`src/rtl/lzma_framer_pkg.sv`:
```
// lzma_stream_framer shared types and helpers.
// State encoding, header length and LZMA property byte.
package lzma_framer_pkg;

  typedef enum logic [1:0] {
    IDLE,
    HDR,
    DATA,
    DRAIN
  } state_t;

  localparam int LZMA_HDR_LEN = 13;

  function automatic logic [7:0] lzma_props(
    input int lc,
    input int lp,
    input int pb
  );
    return 8'((pb * 5 + lp) * 9 + lc);
  endfunction

endpackage

```
`src/rtl/lzma_hdr_rom.sv`:
```
// lzma_stream_framer header byte lookup.
// Props byte, little-endian dictionary size, then unknown-size 0xFF bytes.
module lzma_hdr_rom
  import lzma_framer_pkg::*;
#(
  parameter int          LC        = 4,
  parameter int          LP        = 0,
  parameter int          PB        = 2,
  parameter logic [31:0] DICT_SIZE = 32'h00020000
) (
  input  logic [3:0] idx,
  output logic [7:0] data
);

  localparam logic [7:0] PROPS = lzma_props(LC, LP, PB);

  always_comb begin
    data = 8'hFF;
    case (idx)
      4'd0:    data = PROPS;
      4'd1:    data = DICT_SIZE[7:0];
      4'd2:    data = DICT_SIZE[15:8];
      4'd3:    data = DICT_SIZE[23:16];
      4'd4:    data = DICT_SIZE[31:24];
      default: data = 8'hFF;
    endcase
  end

endmodule

```
`src/rtl/lzma_stream_framer.sv`:
```
// LZMA-alone framer: header insertion, tlast generation, backpressure.
// Optional LZMA_FRAMER_STAT_EN adds o_stream_bytes and o_done.
module lzma_stream_framer
  import lzma_framer_pkg::*;
#(
  parameter int          LC        = 4,
  parameter int          LP        = 0,
  parameter int          PB        = 2,
  parameter logic [31:0] DICT_SIZE = 32'h00020000
) (
  input  logic        clk,
  input  logic        rst,
  input  logic        i_tvalid,
  input  logic [7:0]  i_tdata,
  input  logic        i_tend,
  output logic        i_tready,
  output logic        o_tvalid,
  output logic [7:0]  o_tdata,
  output logic        o_tlast,
  input  logic        o_tready
`ifdef LZMA_FRAMER_STAT_EN
  ,
  output logic [31:0] o_stream_bytes,
  output logic        o_done
`endif
);

  state_t      state, state_n;
  logic [3:0]  cnt, cnt_n;
  logic        hold_v, hold_v_n;
  logic [7:0]  hold_d, hold_d_n;
  logic        ov_n, ol_n;
  logic [7:0]  od_n;
  logic [7:0]  hdr_byte;
  logic        out_free;

  lzma_hdr_rom #(
    .LC       (LC),
    .LP       (LP),
    .PB       (PB),
    .DICT_SIZE(DICT_SIZE)
  ) u_rom (
    .idx (cnt),
    .data(hdr_byte)
  );

  assign out_free = !o_tvalid || o_tready;

  always_comb begin
    state_n  = state;
    cnt_n    = cnt;
    hold_v_n = hold_v;
    hold_d_n = hold_d;
    ov_n     = o_tvalid && !o_tready;
    od_n     = o_tdata;
    ol_n     = o_tlast;
    i_tready = 1'b0;
    unique case (state)
      IDLE: begin
        if (i_tvalid) state_n = HDR;
      end
      HDR: begin
        if (out_free) begin
          if (cnt != 4'(LZMA_HDR_LEN)) begin
            ov_n  = 1'b1;
            od_n  = hdr_byte;
            ol_n  = 1'b0;
            cnt_n = cnt + 4'd1;
          end else begin
            // byte 12 handshaken this cycle
            cnt_n   = 4'd0;
            state_n = DATA;
          end
        end
      end
      DATA: begin
        i_tready = !hold_v || out_free;
        if (i_tvalid && i_tready) begin
          if (hold_v) begin
            ov_n = 1'b1;
            od_n = hold_d;
            ol_n = 1'b0;
          end
          hold_v_n = 1'b1;
          hold_d_n = i_tdata;
        end else if (i_tend && i_tready) begin
          hold_v_n = 1'b0;
          if (hold_v) begin
            ov_n    = 1'b1;
            od_n    = hold_d;
            ol_n    = 1'b1;
            state_n = DRAIN;
          end else begin
            state_n = IDLE;
          end
        end
      end
      DRAIN: begin
        if (o_tvalid && o_tready) state_n = IDLE;
      end
      default: state_n = IDLE;
    endcase
  end

  always_ff @(posedge clk) begin
    if (rst) begin
      state    <= IDLE;
      cnt      <= 4'd0;
      hold_v   <= 1'b0;
      hold_d   <= 8'd0;
      o_tvalid <= 1'b0;
      o_tdata  <= 8'd0;
      o_tlast  <= 1'b0;
    end else begin
      state    <= state_n;
      cnt      <= cnt_n;
      hold_v   <= hold_v_n;
      hold_d   <= hold_d_n;
      o_tvalid <= ov_n;
      o_tdata  <= od_n;
      o_tlast  <= ol_n;
    end
  end

`ifdef LZMA_FRAMER_STAT_EN
  assign o_done = o_tvalid && o_tready && o_tlast;

  always_ff @(posedge clk) begin
    if (rst) begin
      o_stream_bytes <= 32'd0;
    end else if (state == IDLE && i_tvalid) begin
      o_stream_bytes <= 32'd0;
    end else if (o_tvalid && o_tready) begin
      o_stream_bytes <= o_stream_bytes + 32'd1;
    end
  end
`endif

endmodule

```
`config.mk`:
```
export PLATFORM = sky130hd
export DESIGN_NAME = lzma_stream_framer
export DESIGN_NICKNAME = d
export VERILOG_FILES = /design/src/rtl/lzma_framer_pkg.sv /design/src/rtl/lzma_hdr_rom.sv /design/src/rtl/lzma_stream_framer.sv
export SDC_FILE = /design/constraint.sdc
export NUM_CORES = 1
export LEC_CHECK = 0
export ABC_AREA = 0
export CORE_AREA = 2 2 70 72
export CTS_BUF_LIST = sky130_fd_sc_hd__clkbuf_4 sky130_fd_sc_hd__clkbuf_8
export DETAILED_ROUTE_END_ITERATION = 8
export DIE_AREA = 0 0 72 74
export PLACE_DENSITY = 0.53
export SLEW_MARGIN = 20
export SYNTH_ARGS = -nofsm -noshare
export SYNTH_HDL_FRONTEND = slang
export SYNTH_HIERARCHICAL = 1
export SYNTH_SLANG_ARGS = --single-unit
```
`constraint.sdc`:
```
create_clock -name clk -period 1.8 [get_ports clk]
set_clock_uncertainty 0.05 [all_clocks]
set_input_delay 0.27 -clock clk [delete_from_list [all_inputs] [get_ports clk]]
set_output_delay 0.27 -clock clk [all_outputs]
set_load 0.005 [all_outputs]
```
==> summary.txt, run 1 <==
Wirelength per Cell - 12.3 µm
Initial DRC Count - 35
Post-synth top area cell - dfxtp_1
Gr usage total - 10.7%
CP Class - register to register
Setup violations, final - 0
Vias in the first global route - 1049
Maximum vdd drop - 0.502 mV
Post-synthesis cell count - 138
Initial antenna violation count - 0
Unrepaired setup endpoints after global routing - yes
Rows - 25
Hold Path Stages - 2
Clock Tree Root - clkbuf_8
Warnings, synthesis - 6
Seq/Total Area, Yosys - 38.1%
Tcrit/Tclk final - 96.1%
LEAKAGE - 0.626 nW
Final worst slack - 69.4 ps
FF+latch count, synth - 25
Startpoint Class - register
Max-slew headroom - 62.9%
Final Hold Fails - 0
Ant diodes - 0
Clk Latency, worst-skew pair - 270 ps
Total Power - 0.00216 W
Status - completed
Number of port buffers - 23
Number of synthesized flops with an enable pin - 0
Reg2reg setup slack - 70 ps
Most frequent cells in the layout - 23 x dfxtp_1, 21 x clkdlybuf4s50_1, 17 x mux2i_1, 17 x nor2_1, 11 x buf_4
Critical path required time - 1940 ps
Final ANT Viol Nets - 0
HP Class - register to register
Reg2Reg Depth - 8
Hold Path Origin - o_tlast$_SDFFE_PP0P_
Pin count of the biggest net entering global routing - 23
Fill cell count - 460
Drt total wl - 2730 µm
DP Cell Count - 215
Die Y - 74 µm
Io pins - 24
Non-Filler Instances - 222
FMAX - 578 MHz
First-pass GRT wire length - 4530 µm
Num CTS Buffers - 3
Clk pin slew, worst setup/hold paths - 90 ps
Kind of end point of the critical path - register
Commonest non-fill, non-tap cell in the layout - dfxtp_1
Maximum buffer depth of the clock tree - 2
Synth cell types - 39
Synth Area in Adders - 4.77%
Total gr overflow - 0
Die width - 72 µm
Mapped Nets - 156
Layout cells sized above 1 - 19.6%
Worst-path fanout max - 18
Compound-Gate Fraction of Synth Area - 19.4%
Synth top area share - 38.1%
Initial Utilization - 28.5%
Synth area leaders - dfxtp_1 38%, mux2i_1 13%, a211oi_1 5.1%
Pre-CTS WS - -123 ps
XOR/XNOR share of the synthesized area - 1.33%
CTS tree - done
R2R Path Start - state[0]$_SDFFE_PP0P_
Global placer's final weighted congestion - 0.775
DRC Markers - 0
Hold Path End - o_tlast$_SDFFE_PP0P_
Core Region - 4600 µm²
DIE AREA - 5330 µm²
Async S/R FF share, synth - 0%
CTS Sinks - 25
CP arrival - 1870 ps
Post-synthesis simple-gate area fraction - 16.5%
RR Endpoint - o_tdata[1]$_SDFFE_PP0P_
Synth Cell Area - 1310 µm²
Slew of the pin with the lowest slew margin - 555 ps
Nets - 187
Slew Viols, Final - 0
Power density over the cells - 1240 nW/µm²
Via density per instance - 4.68
H-tree levels - 1
DR vias - 1040
Top FF cell, synth - dfxtp_1
Largest family of logic cells by synthesized area - compound AO/OA/AOI/OAI gates
Area Overhead vs Synth - 32.6%
Mux cell area share after synthesis - 13.0%
Max Cap Viol - 0
Post-DP HPWL - 2020 µm
Min cycle time layout - 1730 ps
Util after Layout - 37.9%
Drt pass-1 iters - 4
Avg Inst Size Synth - 9.51 µm²
[power breakdown]
part,internal (W),switching (W)
Sequential,0.000691,0.0000961
Clock,0.000157,0.000192
Combinational,0.000569,0.000459
Total,0.00142,0.000747
[critical path, cell delays in order, from the launching register on]
cell and delay, ps:
dfxtp_4 380, inv_4 50, ha_4 170, buf_6 120
nand2b_4 130, a221oi_4 300, buf_12 190, nor2_1 40
a211oi_1 210
[synth_stat cells, drive strengths merged (3+ instances only)]
cell	count
dfxtp	25
nor2	18
mux2i	17
a211oi	10
buf	8
nand2	8
a21oi	7
inv	6
ha	5
o21ai	4
nand2b	3
nand3	3
[how the worst max path moves through the flow]
stage | start | cells past startpoint | endpoint
after global placement | i_tvalid | 6 | o_tdata[0]$_SDFFE_PP0P_
final | state[0]$_SDFFE_PP0P_ | 8 | o_tdata[1]$_SDFFE_PP0P_
after detailed placement | o_tready | 5 | hold_d[5]$_SDFFE_PP0P_
after floorplan | state[0]$_SDFFE_PP0P_ | 8 | o_tdata[3]$_SDFFE_PP0P_
after CTS | state[1]$_SDFFE_PP0P_ | 6 | state[0]$_SDFFE_PP0P_
after global routing | state[0]$_SDFFE_PP0P_ | 8 | o_tdata[1]$_SDFFE_PP0P_
[area by class of cell]
cell class	instances	area (µm²)	share of cell area, %
multi-input combinational	97	752	43.2
sequential	25	505	29.0
timing repair buffer	36	342	19.6
tap	54	67.6	3.88
clock buffer	3	41.3	2.37
inverter	6	25.0	1.44
clock inverter	1	7.51	0.431
[routing by layer]
layer | part of all wire [%] | global-route usage (%)
met1 | 47 | 13.1
met2 | 48 | 18.1
met5 | 0 | 0
met3 | 2.7 | 1.76
met4 | 1.4 | 5.45
[cell families (layout without fill, tap and decap cells)]
family                   Yosys count  count (layout)
AO/OA/AOI/OAI                     31              31
XOR/XNOR                           2               2
adder cells (fa/ha/maj)            5               5
buffers and inverters             16              46
flip-flops                        25              25
multiplexers                      17              17
AND/OR/NAND/NOR                   42              42
[stage by stage]
step	instance area [µm²]	setup TNS [ps]	hold slack, ps
finish	1740	0	430
global route	1740	-5.48	460
CTS	1720	0	436
detailed placement	1630	-1840	418
global placement	1630	-1310	414
floorplan	1310	0	293
[repair_timing]
action / in CTS / in global routing
hold buffers: 0 / 0
hold endpoints to repair: 0 / 0
endpoints found under the setup margin: 12 / 18
gates cloned: 0 / 0
setup buffers: 3 / 0
resized for setup: 6 / 5
[registers in the layout, indices dropped and copies added, names as in the netlist]
signal / count
o_tlast: 1
hold_v: 1
o_tvalid: 1
o_tdata: 8
hold_d: 8
state: 2
cnt: 4
(Power assumes the default switching activity.)
==> run 2, diff against run 1 <==
--- a/config.mk
+++ b/config.mk
@@ -10,7 +10,8 @@
 export CTS_BUF_LIST = sky130_fd_sc_hd__clkbuf_4 sky130_fd_sc_hd__clkbuf_8
 export DETAILED_ROUTE_END_ITERATION = 8
 export DIE_AREA = 0 0 72 74
-export PLACE_DENSITY = 0.53
+export DONT_BUFFER_PORTS = 1
+export PLACE_DENSITY = 0.46
 export SLEW_MARGIN = 20
 export SYNTH_ARGS = -nofsm -noshare
 export SYNTH_HDL_FRONTEND = slang
==> summary.txt, run 2 (same netlist as run 1, synthesis figures left out) <==
Status - completed
DRC Markers - 0
Unrepaired setup endpoints after global routing - no
Global placer's final weighted congestion - 0.761
Setup violations, final - 0
Clk pin slew, worst setup/hold paths - 80 ps
Final worst slack - 84.4 ps
Drt total wl - 2820 µm
Pre-CTS WS - 3.46 ps
Register Area - 508 µm²
Non-Filler Instances - 203
Initial antenna violation count - 0
CTS tree - done
Reg2Reg Depth - 8
Layout cells sized above 1 - 24.8%
CP arrival - 1820 ps
Max Cap Viol - 0
Final hold slack - 16.2 ps
Leading registers by flop count - hold_d (8), o_tdata (8), cnt (4)
H-tree levels - 1
Final ANT Viol Nets - 0
Initial Utilization - 28.5%
CTS Sinks - 25
Clock Tree Root - clkbuf_8
Worst-path fanout max - 5
Final Hold Fails - 0
Initial DRC Count - 47
Max-slew headroom - 74.0%
Core Region - 4600 µm²
Maximum vdd drop - 0.447 mV
Slew of the pin with the lowest slew margin - 386 ps
Most frequent cells in the layout - 23 x dfxtp_1, 17 x mux2i_1, 17 x nor2_1, 14 x buf_4
CP Class - register to register
Num CTS Buffers - 3
Io pins - 24
Post-DP HPWL - 2060 µm
Drt pass-1 iters - 4
Kind of end point of the critical path - register
Wirelength per Cell - 13.9 µm
Maximum buffer depth of the clock tree - 2
Multi-input logic area - 767 µm²
Total gr overflow - 0
Die Y - 74 µm
Commonest non-fill, non-tap cell in the layout - dfxtp_1
Pin count of the biggest net entering global routing - 25
DIE AREA - 5330 µm²
Area Overhead vs Synth - 18.4%
Critical path required time - 1900 ps
Ant diodes - 0
Power density over the cells - 1350 nW/µm²
Gr usage total - 11.0%
Via density per instance - 4.94
DR vias - 1003
Hold Path Stages - 1
Clk Latency, worst-skew pair - 260 ps
Min cycle time layout - 1720 ps
DP Cell Count - 193
Die width - 72 µm
Number of port buffers - 0
Nets - 168
Tcrit/Tclk final - 95.3%
Startpoint Class - register
LEAKAGE - 0.565 nW
FMAX - 583 MHz
Slew Viols, Final - 0
First-pass GRT wire length - 4660 µm
Vias in the first global route - 978
Fill cell count - 470
HP Class - input pin to register
Rows - 25
[run 2: changes by cell type in the layout (fill, tap and decap cells not counted), sizes merged]
cell           delta
buf               +3
clkbuf            +1
clkinvlp          -1
dlygate4sd3       +1
clkdlybuf4s50    -21
dlygate4sd2       -2
[run 2: power breakdown]
part,internal (W),switching [W],leakage [nW],total [W]
combinational,0.000486,0.000458,0.334,0.000944
clock,0.000173,0.000162,0.0262,0.000335
sequential,0.000694,0.000120,0.205,0.000815
[run 2: timing repair]
item | CTS | global route
gates cloned | 0 | 1
hold endpoints to repair | 1 | 0
endpoints found under the setup margin | 7 | 19
hold buffers | 1 | 0
gates resized for setup | 1 | 13
buffers inserted | 0 | 4
pin swaps | 0 | 1
[run 2: layout make-up]
cell class	instances	area share (%)
multi-input combinational	97	49.4
sequential	25	32.7
timing repair buffer	17	8.86
tap	54	4.35
clock buffer	4	3.14
inverter	6	1.61
[run 2: routing by layer]
| layer | routed length (µm) | global-route usage (%) |
|---|---|---|
| met4 | 13 | 2.94 |
| met5 | 0 | 0 |
| met3 | 148 | 4.20 |
| met1 | 1330 | 13.7 |
| met2 | 1330 | 18.1 |
[run 2: worst paths after layout]
kind	from	endpoint	slack, ps
setup / recovery	state[0]$_SDFFE_PP0P_	o_tdata[3]$_SDFFE_PP0P_	80
hold / removal	rst	o_tdata[6]$_SDFFE_PP0P_	20
setup reg to reg	state[0]$_SDFFE_PP0P_	o_tdata[3]$_SDFFE_PP0P_	80
hold reg to reg	o_tlast$_SDFFE_PP0P_	o_tlast$_SDFFE_PP0P_	450
[run 2: worst max-delay path, stage by stage (launching register included)]
cell      delay [ps]
dfxtp_4          390
inv_4             60
ha_4             180
nand2b_4         150
a221oi_4         330
buf_4            170
buf_4            120
buf_4            100
a211oi_2          50
[run 2: metrics by stage]
step / instance area (µm²) / TNS [ps] / total power, W / util, %
finish: 1550 / 0 / 0.00209 / 33.8
global route: 1550 / 0 / 0.00225 / 33.8
CTS: 1460 / 0 / 0.00195 / 31.6
detailed placement: 1400 / 0 / 0.00160 / 30.3
global placement: 1400 / -9.74 / 0.00158 / 30.3
floorplan: 1310 / 0 / 0.00143 / -
